`src/rtl/mem_arbiter.sv`:
```
// mem_arbiter: shares one single-port, fixed-latency unified memory between the IF fetch port
// and the MEM-stage data port. The data port has fixed priority; after STARVE_MAX consecutive
// lost conflicts the fetch port wins the next conflict.
//
// Ports:
//   SYS_clk, SYS_reset          clock (rising edge), asynchronous active-low reset
//   if_req/if_addr              fetch request, held with stable address until if_valid
//   if_gnt/if_valid/if_rdata    fetch issued this cycle, fetch data valid pulse, fetch data
//   dm_req/dm_we/dm_addr/
//   dm_wdata                    data request, held with stable fields until dm_valid
//   dm_gnt/dm_valid/dm_rdata    data issued this cycle, read data / write done pulse, read data
//   mem_en/mem_we/mem_addr/
//   mem_wdata/mem_rdata         memory interface; mem_rdata valid MEM_LAT cycles after mem_en
//   stall_if/stall_mem          pipeline freeze while the corresponding port waits
module mem_arbiter #(
   parameter int unsigned ADDR_W     = 8,
   parameter int unsigned DATA_W     = 32,
   parameter int unsigned MEM_LAT    = 2,
   parameter int unsigned STARVE_MAX = 4
) (
   input  logic              SYS_clk,
   input  logic              SYS_reset,
   input  logic              if_req,
   input  logic [ADDR_W-1:0] if_addr,
   output logic              if_gnt,
   output logic              if_valid,
   output logic [DATA_W-1:0] if_rdata,
   input  logic              dm_req,
   input  logic              dm_we,
   input  logic [ADDR_W-1:0] dm_addr,
   input  logic [DATA_W-1:0] dm_wdata,
   output logic              dm_gnt,
   output logic              dm_valid,
   output logic [DATA_W-1:0] dm_rdata,
   output logic              mem_en,
   output logic              mem_we,
   output logic [ADDR_W-1:0] mem_addr,
   output logic [DATA_W-1:0] mem_wdata,
   input  logic [DATA_W-1:0] mem_rdata,
   output logic              stall_if,
   output logic              stall_mem
);

   localparam int unsigned LAT_W    = (MEM_LAT > 1) ? $clog2(MEM_LAT) : 1;
   localparam int unsigned STARVE_W = (STARVE_MAX > 0) ? $clog2(STARVE_MAX + 1) : 1;

   typedef enum logic {StIdle, StBusyRd} state_t;

   state_t              state_q, state_d;
   logic [LAT_W-1:0]    lat_q, lat_d;
   logic [STARVE_W-1:0] starve_q, starve_d;
   logic                owner_dm_q, owner_dm_d;
   logic                if_valid_q, if_valid_d;
   logic                dm_valid_q, dm_valid_d;
   logic [DATA_W-1:0]   if_rdata_q, if_rdata_d;
   logic [DATA_W-1:0]   dm_rdata_q, dm_rdata_d;

   logic idle;
   logic starved;

   // Gating with SYS_reset forces every combinational output low while reset is held.
   assign idle    = (state_q == StIdle) & SYS_reset;
   assign starved = (starve_q == STARVE_W'(STARVE_MAX));

   assign if_gnt = idle & if_req & (~dm_req | starved);
   assign dm_gnt = idle & dm_req & ~if_gnt;

   assign mem_en    = if_gnt | dm_gnt;
   assign mem_we    = dm_gnt & dm_we;
   assign mem_addr  = if_gnt ? if_addr : (dm_gnt ? dm_addr : '0);
   assign mem_wdata = dm_gnt ? dm_wdata : '0;

   assign if_valid  = if_valid_q;
   assign dm_valid  = dm_valid_q;
   assign if_rdata  = if_rdata_q;
   assign dm_rdata  = dm_rdata_q;

   assign stall_if  = SYS_reset & if_req & ~if_valid_q;
   assign stall_mem = SYS_reset & dm_req & ~dm_valid_q;

   always_comb begin
      state_d    = state_q;
      lat_d      = lat_q;
      starve_d   = starve_q;
      owner_dm_d = owner_dm_q;
      if_valid_d = 1'b0;
      dm_valid_d = 1'b0;
      if_rdata_d = if_rdata_q;
      dm_rdata_d = dm_rdata_q;

      unique case (state_q)
         StIdle: begin
            // Only a conflict lost by fetch counts towards starvation.
            if (if_gnt) begin
               starve_d = '0;
            end else if (dm_gnt && if_req && !starved) begin
               starve_d = starve_q + 1'b1;
            end

            if (if_gnt || (dm_gnt && !dm_we)) begin
               owner_dm_d = dm_gnt;
               if (MEM_LAT == 1) begin
                  // Data already valid in the issue cycle: capture at this edge.
                  if (dm_gnt) begin
                     dm_rdata_d = mem_rdata;
                     dm_valid_d = 1'b1;
                  end else begin
                     if_rdata_d = mem_rdata;
                     if_valid_d = 1'b1;
                  end
               end else begin
                  state_d = StBusyRd;
                  lat_d   = LAT_W'(MEM_LAT - 1);
               end
            end else if (dm_gnt) begin
               // Writes complete without occupying the memory past the issue cycle.
               dm_valid_d = 1'b1;
            end
         end

         StBusyRd: begin
            if (lat_q == '0) begin
               state_d = StIdle;
               if (owner_dm_q) begin
                  dm_rdata_d = mem_rdata;
                  dm_valid_d = 1'b1;
               end else begin
                  if_rdata_d = mem_rdata;
                  if_valid_d = 1'b1;
               end
            end else begin
               lat_d = lat_q - 1'b1;
            end
         end

         default: state_d = StIdle;
      endcase
   end

   always_ff @(posedge SYS_clk or negedge SYS_reset) begin
      if (!SYS_reset) begin
         state_q    <= StIdle;
         lat_q      <= '0;
         starve_q   <= '0;
         owner_dm_q <= 1'b0;
         if_valid_q <= 1'b0;
         dm_valid_q <= 1'b0;
         if_rdata_q <= '0;
         dm_rdata_q <= '0;
      end else begin
         state_q    <= state_d;
         lat_q      <= lat_d;
         starve_q   <= starve_d;
         owner_dm_q <= owner_dm_d;
         if_valid_q <= if_valid_d;
         dm_valid_q <= dm_valid_d;
         if_rdata_q <= if_rdata_d;
         dm_rdata_q <= dm_rdata_d;
      end
   end

endmodule

```
`config.mk`:
```
export PLATFORM = sky130hd
export DESIGN_NAME = mem_arbiter
export DESIGN_NICKNAME = d
export VERILOG_FILES = /design/src/rtl/mem_arbiter.sv
export SDC_FILE = /design/constraint.sdc
export NUM_CORES = 1
export LEC_CHECK = 0
export ABC_AREA = 1
export CAP_MARGIN = 20
export CORE_MARGIN = 2
export CORE_UTILIZATION = 35
export CTS_CLUSTER_SIZE = 30
export DETAILED_ROUTE_END_ITERATION = 6
export GPL_ROUTABILITY_DRIVEN = 0
export MAX_ROUTING_LAYER = met4
export PLACE_DENSITY = 0.89
export SETUP_SLACK_MARGIN = 0.05
export SLEW_MARGIN = 0
export SYNTH_ARGS = -nofsm -noshare
export SYNTH_HDL_FRONTEND = slang
export SYNTH_SLANG_ARGS = --single-unit
```
`constraint.sdc`:
```
create_clock -name SYS_clk -period 1.6 [get_ports SYS_clk]
set_input_delay 0.4 -clock SYS_clk [delete_from_list [all_inputs] [get_ports SYS_clk]]
set_output_delay 0.4 -clock SYS_clk [all_outputs]
set_load 0.02 [all_outputs]
```
Word-level counts from Yosys, hierarchy flattened
Cells that the tools add are included.
{"block": "totals", "out_inout_bits": 112, "regBits": 72}
{"block": "classes", "bitwise": 19, "muxes": 19, "n_eq_ne": 2, "addsub": 2, "n_reduce_logical": 11}
{"operator": "$mux 32", "n": 1}
{"operator": "$mux 8", "n": 2}
{"operator": "$mux 1", "n": 11}
{"operator": "$and 1x1->1", "n": 10}
{"operator": "$not 1->1", "n": 7}
{"operator": "$mux 3", "n": 2}
{"operator": "$pmux 1 s2", "n": 3}
{"operator": "$reduce_and 3->1", "n": 2}
{"operator": "$reduce_and 2->1", "n": 2}
{"operator": "$add 3x1->3 const B", "n": 1}
{"operator": "$eq 3x3->1 const B", "n": 1}
{"operator": "$logic_and 1x1->1", "n": 3}
{"operator": "$logic_not 1->1", "n": 2}
{"operator": "$ne 2x1->1 const B", "n": 1}
{"operator": "$or 1x1->1", "n": 2}
{"operator": "$reduce_bool 2->1", "n": 1}
{"operator": "$logic_or 1x1->1", "n": 1}
{"operator": "$sub 1x1->1 const B", "n": 1}

Depth between registers and ports, before layout
Gate-level depths: netlist (run 1).
{"block": "logic_depth", "depth_word": 10, "depth_mapped": 8, "mapped_depth_nobuf": 8}

Worst setup path before layout (run 1)
No wires, ideal clock.
{"block": "synth_timing", "kind": "register to output", "startpoint": "register starve_q[0]", "endpoint": "output port mem_wdata[10]", "required_time_ps": 1200, "t_arrival_ps": 1357, "stages_incl_launch_ff": 9, "slack_ps": -157, "cell_sequence": "dfrtp_1 inv_1 ha_1 nand2_1 nand2_1 nand2_8 nand2_8 buf_6 nor2_1"}
{"block": "synth_via", "elab_chain_cells": 6}
{"item": "from (decl)", "line_no": "51", "text": "logic [STARVE_W-1:0] starve_q, starve_d;"}
{"item": "from (signal assigned)", "line_no": "153", "text": "starve_q <= starve_d;"}
{"item": "$eq 3x3->1", "line_no": "63", "text": "assign starved = (starve_q == STARVE_W'(STARVE_MAX));"}
{"item": "$or 1x1->1", "line_no": "65", "text": "assign if_gnt = idle & if_req & (~dm_req | starved);"}
{"item": "$and 1x1->1", "line_no": "65"}
{"item": "$not 1->1", "line_no": "66", "text": "assign dm_gnt = idle & dm_req & ~if_gnt;"}
{"item": "$and 1x1->1", "line_no": "66"}
{"item": "$mux 32", "line_no": "71", "text": "assign mem_wdata = dm_gnt ? dm_wdata : '0;"}
{"item": "to (decl)", "line_no": "38", "text": "output logic [DATA_W-1:0] mem_wdata,"}
Every way passes these cells.

Worst setup path in the final report (run 1)
{"block": "layout_timing", "startpoint": "register starve_q[0]", "endpoint": "output port dm_gnt"}
{"block": "layout_via", "elab_chain_cells": 5}
{"item": "$eq 3x3->1", "line_no": "63"}
{"item": "$or 1x1->1", "line_no": "65"}
{"item": "$and 1x1->1", "line_no": "65"}
{"item": "$not 1->1", "line_no": "66"}
{"item": "$and 1x1->1", "line_no": "66"}
{"item": "to (decl)", "line_no": "32", "text": "output logic dm_gnt,"}
Every way passes these cells.

==> results by group, run 1 <==
Outcome
  – Status: finished, violations left
  – Failing checks: setup timing

Clock tree
  – Deepest clock path buffer count: 2
  – H-tree levels: 3
  – Total clock sinks: 72
  – Worst-path clk slew: 0.07 ns
  – Clock root buffer: clkbuf_8
  – Cts bufs inserted: 9
  – # hold bufs at CTS: 0
  – Worst skew pair latency: 0.34 ns
  – CTS tree: built

Logic synthesis
  – Post-synth cell types: 20
  – Yosys warning total: 0
  – Async S/R FF share, synth: 100.0%
  – Avg Cell Area, Syn: 9.140 um^2
  – Sequential area share after synthesis: 51.34%
  – Syn Nets: 471
  – Number of synthesized register bits: 72
  – Top cell type's share of synthesized area: 51.34%
  – Synth cell count leaders: nand2_1 (88), inv_1 (74), dfrtp_1 (72), o21ai_2 (43), nor2_1 (24)
  – Cell taking the most area after synthesis: dfrtp_1
  – Most common cell in the netlist: nand2_1
  – Post-Syn Area: 3510 um^2
  – Mapped Cells: 384
  – Synth area leaders: dfrtp_1 (51%), o21ai_2 (11%), nand2_1 (9.4%)
  – Post-synth EDFFs: 0
  – Top FF cell, synth: dfrtp_1

Drt
  – DR vias/cell: 4.603
  – DRC violations left: 0
  – Post-Route WL: 11.48 mm
  – Total number of vias: 3429
  – First-pass DRT Iterations: 4
  – Antenna-violating nets left: 0
  – Routed WL per cell: 15.41 um
  – Initial DRC count: 153

Run
  – Max cap viols: 0

STA
  – Slew @ Worst Pin: 0.7997 ns
  – Final Setup Violations: 44
  – Worst setup margin: -0.4646 ns
  – Final worst path period share: 129.0%
  – Final hold vios: 0
  – Max-slew headroom: 46.69%
  – RSZ-0062 raised after global routing: yes
  – Final clock skew: 0.008680 ns
  – Final Max Tran Viols: 0
  – Final Critical Period: 2.065 ns
  – Fmax: 484.4 MHz

Critical path
  – CP Capture Type: output port
  – Startpoint Class: flip-flop
  – WP data required: 1.20 ns
  – Register-to-register setup slack: 0.19 ns
  – Critical path arrival: 1.66 ns
  – R2r worst-path depth: 5
  – Worst reg2reg startpoint: state_q
  – End of the worst register-to-register path: if_rdata[4]
  – Crit path kind: flip-flop to output port
  – Worst-path fanout max: 7

Placed design
  – # port buffers: 196
  – Detailed placer's ending HPWL: 8.500 mm
  – Dpl cells: 717

GRT
  – Number of global-route vias before repair: 3625
  – Largest net degree at the start of global routing: 66
  – Tot GR Track Use: 22.49%
  – First-pass GRT wire length: 18.58 mm
  – Initial antenna violation count: 0
  – Gr ovfl total: 0

Layout
  – Share of post-route cells with drive strength above 1: 31.86%
  – Area Growth Syn to Fin: 79.54%
  – Non-Filler Instances: 745
  – Final nets: 694
  – Diodes inserted: 0

Floorplanning
  – DIE WIDTH: 104.1 um
  – Initial Utilization: 35.91%
  – Num ports: 197
  – Die height: 104.1 um
  – Row cnt: 36
  – Die area: 10840 um^2
  – Core Footprint: 9774 um^2

Pwr
  – PwrDens: 1596 nW/um^2
  – Max IR drop VDD: 0.001006 V
  – Total power: 10.06 mW
  – Lkg Pwr: 3.221 nW

Hold path
  – Worst hold path class: input port to asynchronous set/reset pin
==> registers in the layout, summed over array words and instances (netlist names) <==
| register | count |
|---|---|
| starve_q | 3 |
| lat_q | 1 |
| dm_valid | 1 |
| owner_dm_q | 1 |
| dm_rdata | 32 |
| if_valid | 1 |
| if_rdata | 32 |
| state_q | 1 |
==> power breakdown <==
part	switching [mW]	internal (mW)	leakage, nW	total (mW)
sequential	0.500	2.70	0.884	3.20
combinational	2.95	2.11	2.21	5.06
clock	0.670	1.12	0.126	1.79
==> cell families (layout without fill, tap and decap cells) <==
kind of cell,Yosys count,in the layout,synth area share (%)
simple gates,145,146,18.97
xor+xnor,1,1,0.2496
fa+ha+maj,2,2,0.7129
buf+inv,95,322,14.30
compound gates,69,69,14.44
flops,72,72,51.34
==> cell type report <==
type | count | area (um^2)
clock buffers | 11 | 151.4
repair buffers | 231 | 2287
inverters | 75 | 290.3
multi-input cells | 218 | 1500
flip-flops and latches | 72 | 1803
clock inverters | 5 | 102.6
well taps | 133 | 166.4
fillers | 773 | 3473
==> what timing repair did <==
action                     4_1_cts  5_1_grt
setup endpoints to repair      112       46
setup buffers                    9        5
gates cloned                     3        0
hold endpoints to repair         0        0
pin swaps                        6        9
resized for setup              337       28
==> cell usage in the layout (no fill, tap or decap), types with 2 or more instances in the layout <==
cell type,netlist,layout
nand2_1,88,85
clkdlybuf4s50_1,0,81
inv_1,74,71
dfrtp_1,72,71
dlygate4sd2_1,0,67
buf_6,17,44
o21ai_2,43,43
nor2_4,1,34
buf_4,0,25
o21ai_0,23,23
nand3_1,15,14
clkbuf_8,0,11
buf_12,1,8
nand2_8,2,4
nand3_2,3,4
buf_2,0,4
o21ai_1,3,3
bufinv_16,0,3
inv_2,0,2
nand2_4,0,2
clkinvlp_4,0,2
==> metal layers <==
metal / GRT usage (%) / wire length, um / part of all wire (%) / vias to the layer above
li1: - / - / - / 1606
met1: 23.99 / 4278 / 37 / 1621
met2: 38.77 / 6018 / 52 / 167
met3: 6.015 / 773 / 6.7 / 35
met4: 10.81 / 408 / 3.6 / 0
met5: - / 0 / 0 / -
==> worst max-delay path, cell delays in order (launching register included) <==
cell	delay, ns
dfrtp_1	0.39
inv_2	0.09
ha_4	0.15
nand2_4	0.05
nand2_4	0.08
nand2_8	0.10
nand2_8	0.12
buf_12	0.15
clkinvlp_4	0.08
buf_6	0.12
==> through the flow <==
| stage | utilization (%) | setup slack [ns] | setup TNS, ns | cell area (um^2) | hold slack [ns] |
|---|---|---|---|---|---|
| CTS | 63.74 | -0.5818 | -20.67 | 6230 | 0.07694 |
| floorplan | - | 0.001433 | 0 | 3746 | 0.1044 |
| finish | 64.46 | -0.4646 | -18.81 | 6301 | 0.1000 |
| detailed placement | 60.27 | -0.9728 | -42.50 | 5891 | 0.3826 |
| global route | 64.46 | -0.5725 | -23.06 | 6301 | 0.08664 |
| global placement | 60.27 | -0.9383 | -40.78 | 5891 | 0.3806 |
==> how the worst max path moves through the flow <==
stage | from | end | cells past startpoint | slack (ns)
2_1_floorplan | starve_q[1] | dm_gnt | 8 | 0.001
3_3_place_gp | dm_req | mem_wdata[23] | 7 | -0.94
3_5_place_dp | dm_req | mem_wdata[24] | 7 | -0.97
4_1_cts | starve_q[0] | mem_wdata[6] | 10 | -0.58
5_1_grt | starve_q[0] | mem_addr[6] | 9 | -0.57
6_report | starve_q[0] | dm_gnt | 9 | -0.46
No activity file was read; power rests on OpenSTA's default activity.
==> inputs of run 2 (changes only) <==
--- a/config.mk
+++ b/config.mk
@@ -7,8 +7,10 @@
 export LEC_CHECK = 0
 export ABC_AREA = 1
 export CAP_MARGIN = 20
+export CELL_PAD_IN_SITES_DETAIL_PLACEMENT = 2
+export CELL_PAD_IN_SITES_GLOBAL_PLACEMENT = 2
 export CORE_MARGIN = 2
-export CORE_UTILIZATION = 35
+export CORE_UTILIZATION = 19
 export CTS_CLUSTER_SIZE = 30
 export DETAILED_ROUTE_END_ITERATION = 6
 export GPL_ROUTABILITY_DRIVEN = 0
==> run 2 against run 1 <==
  * The run still ends with setup timing left
  * Maximum frequency is 3.1% lower
  * Die area is 81% higher
  * Critical path type unchanged
  * Critical path depth stayed put
  * Routed wire length is 33% higher
  * Count of clock-buffer cells in the layout is 1 lower
  * Register-to-register slack worse by 0.07 ns
  * Clock skew is 0.0020 ns lower
  * Final area is 3.8% higher
  * Highest routed layer unchanged
==> results by group, run 2 (same netlist as run 1, synthesis figures left out) <==
Placed design
  – Post-place setup slack: -1.014 ns (-0.04163 ns)
  – Dpl cells: 816 (+14%)
  – # port buffers: 196 (unchanged)
  – Detailed placer's ending HPWL: 10.98 mm (+29%)

Pwr
  – Lkg Pwr: 3.268 nW (+1.5%)
  – PwrDens: 1637 nW/um^2 (+2.6%)
  – Max IR drop VDD: 0.0006052 V (-40%)
  – Total power: 10.71 mW (+6.5%)

Drt
  – DRC violations left: 0 (unchanged)
  – Total number of vias: 3486 (+1.7%)
  – Post-Route WL: 15.31 mm (+33%)
  – Routed WL per cell: 18.18 um (+18%)
  – Antenna-violating nets left: 0 (unchanged)
  – DR vias/cell: 4.140 (-10%)
  – Initial DRC count: 90 (-41%)
  – First-pass DRT Iterations: 5 (+1)

Run
  – Max cap viols: 0 (unchanged)

STA
  – Hold Slack: 0.02060 ns (-0.07942 ns)
  – Final Setup Violations: 44 (unchanged)
  – Slew @ Worst Pin: 0.8192 ns (+0.01950 ns)
  – Worst setup margin: -0.5312 ns (-0.06665 ns)
  – Final Max Tran Viols: 0 (unchanged)
  – Fmax: 469.2 MHz (-3.1%)
  – Final hold vios: 0 (unchanged)
  – RSZ-0062 raised after global routing: yes
  – Final clock skew: 0.006634 ns (-0.002046 ns)
  – Max-slew headroom: 45.39% (-1.3 points)
  – Final Critical Period: 2.131 ns (+0.06665 ns)
  – Final worst path period share: 133.2% (+4.2 points)

Critical path
  – WP data required: 1.20 ns (about the same)
  – CP Capture Type: output port
  – Worst-path fanout max: 8 (+1)
  – Critical path arrival: 1.73 ns (+0.07 ns)
  – Startpoint Class: flip-flop
  – R2r worst-path depth: 10 (+5)
  – Crit path kind: flip-flop to output port
  – Register-to-register setup slack: 0.12 ns (-0.07 ns)

Layout
  – Fin util: 36.29% (-28 points)
  – Share of post-route cells with drive strength above 1: 33.77% (+1.9 points)
  – Diodes inserted: 0 (unchanged)
  – Final nets: 695 (+0.14%)
  – Multi-input gate area: 1529 um^2 (+1.9%)
  – Commonest non-fill, non-tap cell in the layout: clkdlybuf4s50_1
  – Filler cells: 1951 (+150%)
  – Register area: 1803 um^2 (unchanged)
  – Non-Filler Instances: 842 (+13%)
  – Most frequent cells in the layout: clkdlybuf4s50_1 (81), nand2_1 (80), dfrtp_1 (71), inv_1 (70), dlygate4sd2_1 (67)
  – Area Growth Syn to Fin: 86.38%

Clock tree
  – Clock root buffer: clkbuf_16
  – CTS tree: built
  – Worst-path clk slew: 0.06 ns (about the same)
  – Worst skew pair latency: 0.34 ns (about the same)
  – H-tree levels: 3 (unchanged)
  – Cts bufs inserted: 9 (unchanged)
  – Total clock sinks: 72 (unchanged)
  – Deepest clock path buffer count: 2 (unchanged)

Floorplanning
  – Initial Utilization: 19.47% (-16 points)
  – Die area: 19570 um^2 (+81%)
  – Core Footprint: 18020 um^2 (+84%)
  – Die height: 139.9 um (+34%)
  – Row cnt: 49 (+36%)
  – Num ports: 197 (unchanged)
  – DIE WIDTH: 139.9 um (+34%)

GRT
  – Number of global-route vias before repair: 3939 (+8.7%)
  – Tot GR Track Use: 14.95% (-7.5 points)
  – Initial antenna violation count: 0 (unchanged)
  – Gr ovfl total: 0 (unchanged)
  – First-pass GRT wire length: 22.22 mm (+20%)
  – Largest net degree at the start of global routing: 61 (-7.6%)

Outcome
  – Failing checks: setup timing
  – Status: finished, violations left

Hold path
  – Worst hold path class: input port to asynchronous set/reset pin
[run 2: changes by cell type in the layout (fill, tap and decap cells not counted), moves of 2 or more]
cell / previous run / this run
buf_4: 25 / 27
clkbuf_16: 0 / 10
clkbuf_8: 11 / 1
clkinv_4: 1 / 3
nand2_1: 85 / 80
nand2_2: 1 / 7
nand3_1: 14 / 8
nand3_2: 4 / 9
[run 2: metal layers]
| layer | GRT usage, % | up-vias | wire length, um |
|---|---|---|---|
| li1 | - | 1608 | - |
| met1 | 16.22 | 1709 | 5721 |
| met2 | 27.29 | 152 | 8243 |
| met3 | 2.906 | 17 | 967 |
| met4 | 5.053 | 0 | 374 |
| met5 | - | - | 0 |
[run 2: final timing paths]
kind,start,endpoint
max,starve_q[1],mem_wdata[2]
max in group asynchronous,SYS_reset,dm_rdata[6]
max reg2reg,starve_q[1],dm_valid
min,SYS_reset,dm_rdata[1]
min reg2reg,if_rdata[17],if_rdata[17]
min in group SYS_clk,if_rdata[17],if_rdata[17]
[run 2: critical path: stages, from the launching register on]
cell and delay (ns):
dfrtp_1 0.39, inv_2 0.08, ha_4 0.17, nand2_4 0.06, nand2_4 0.06, nand2_8 0.13, nand2_8 0.10, clkbuf_16 0.18
nor2_4 0.09, buf_6 0.12
[run 2: where the power goes]
part	switching [mW]	internal (mW)	total [mW]	leakage [nW]
registers	0.534	2.71	3.24	0.884
clock network	0.800	1.42	2.22	0.163
logic	3.12	2.14	5.25	2.22
total	4.45	6.26	10.7	3.27
[run 2: repair_timing]
action | in CTS | in global routing
cloned | 1 | 2
hold buffers | 0 | 0
endpoints found under the setup margin | 111 | 64
gates resized for setup | 324 | 51
buffers inserted | 4 | 5
pin swaps | 5 | 12
[run 2: final cells by class]
type                    count  share of cell area [%]
repair buffers            232                   35.20
flip-flops and latches     72                   27.56
multi-input cells         218                   23.37
inverters                  75                   4.438
well taps                 229                   4.380
clock buffers              10                   3.653
clock inverters             6                   1.396
[run 2: stage by stage]
step	setup TNS, ns	area (um^2)
floorplan	0	3746
global placement	-41.60	6018
detailed placement	-43.60	6018
CTS	-21.90	6326
global route	-23.67	6541
finish	-21.19	6541
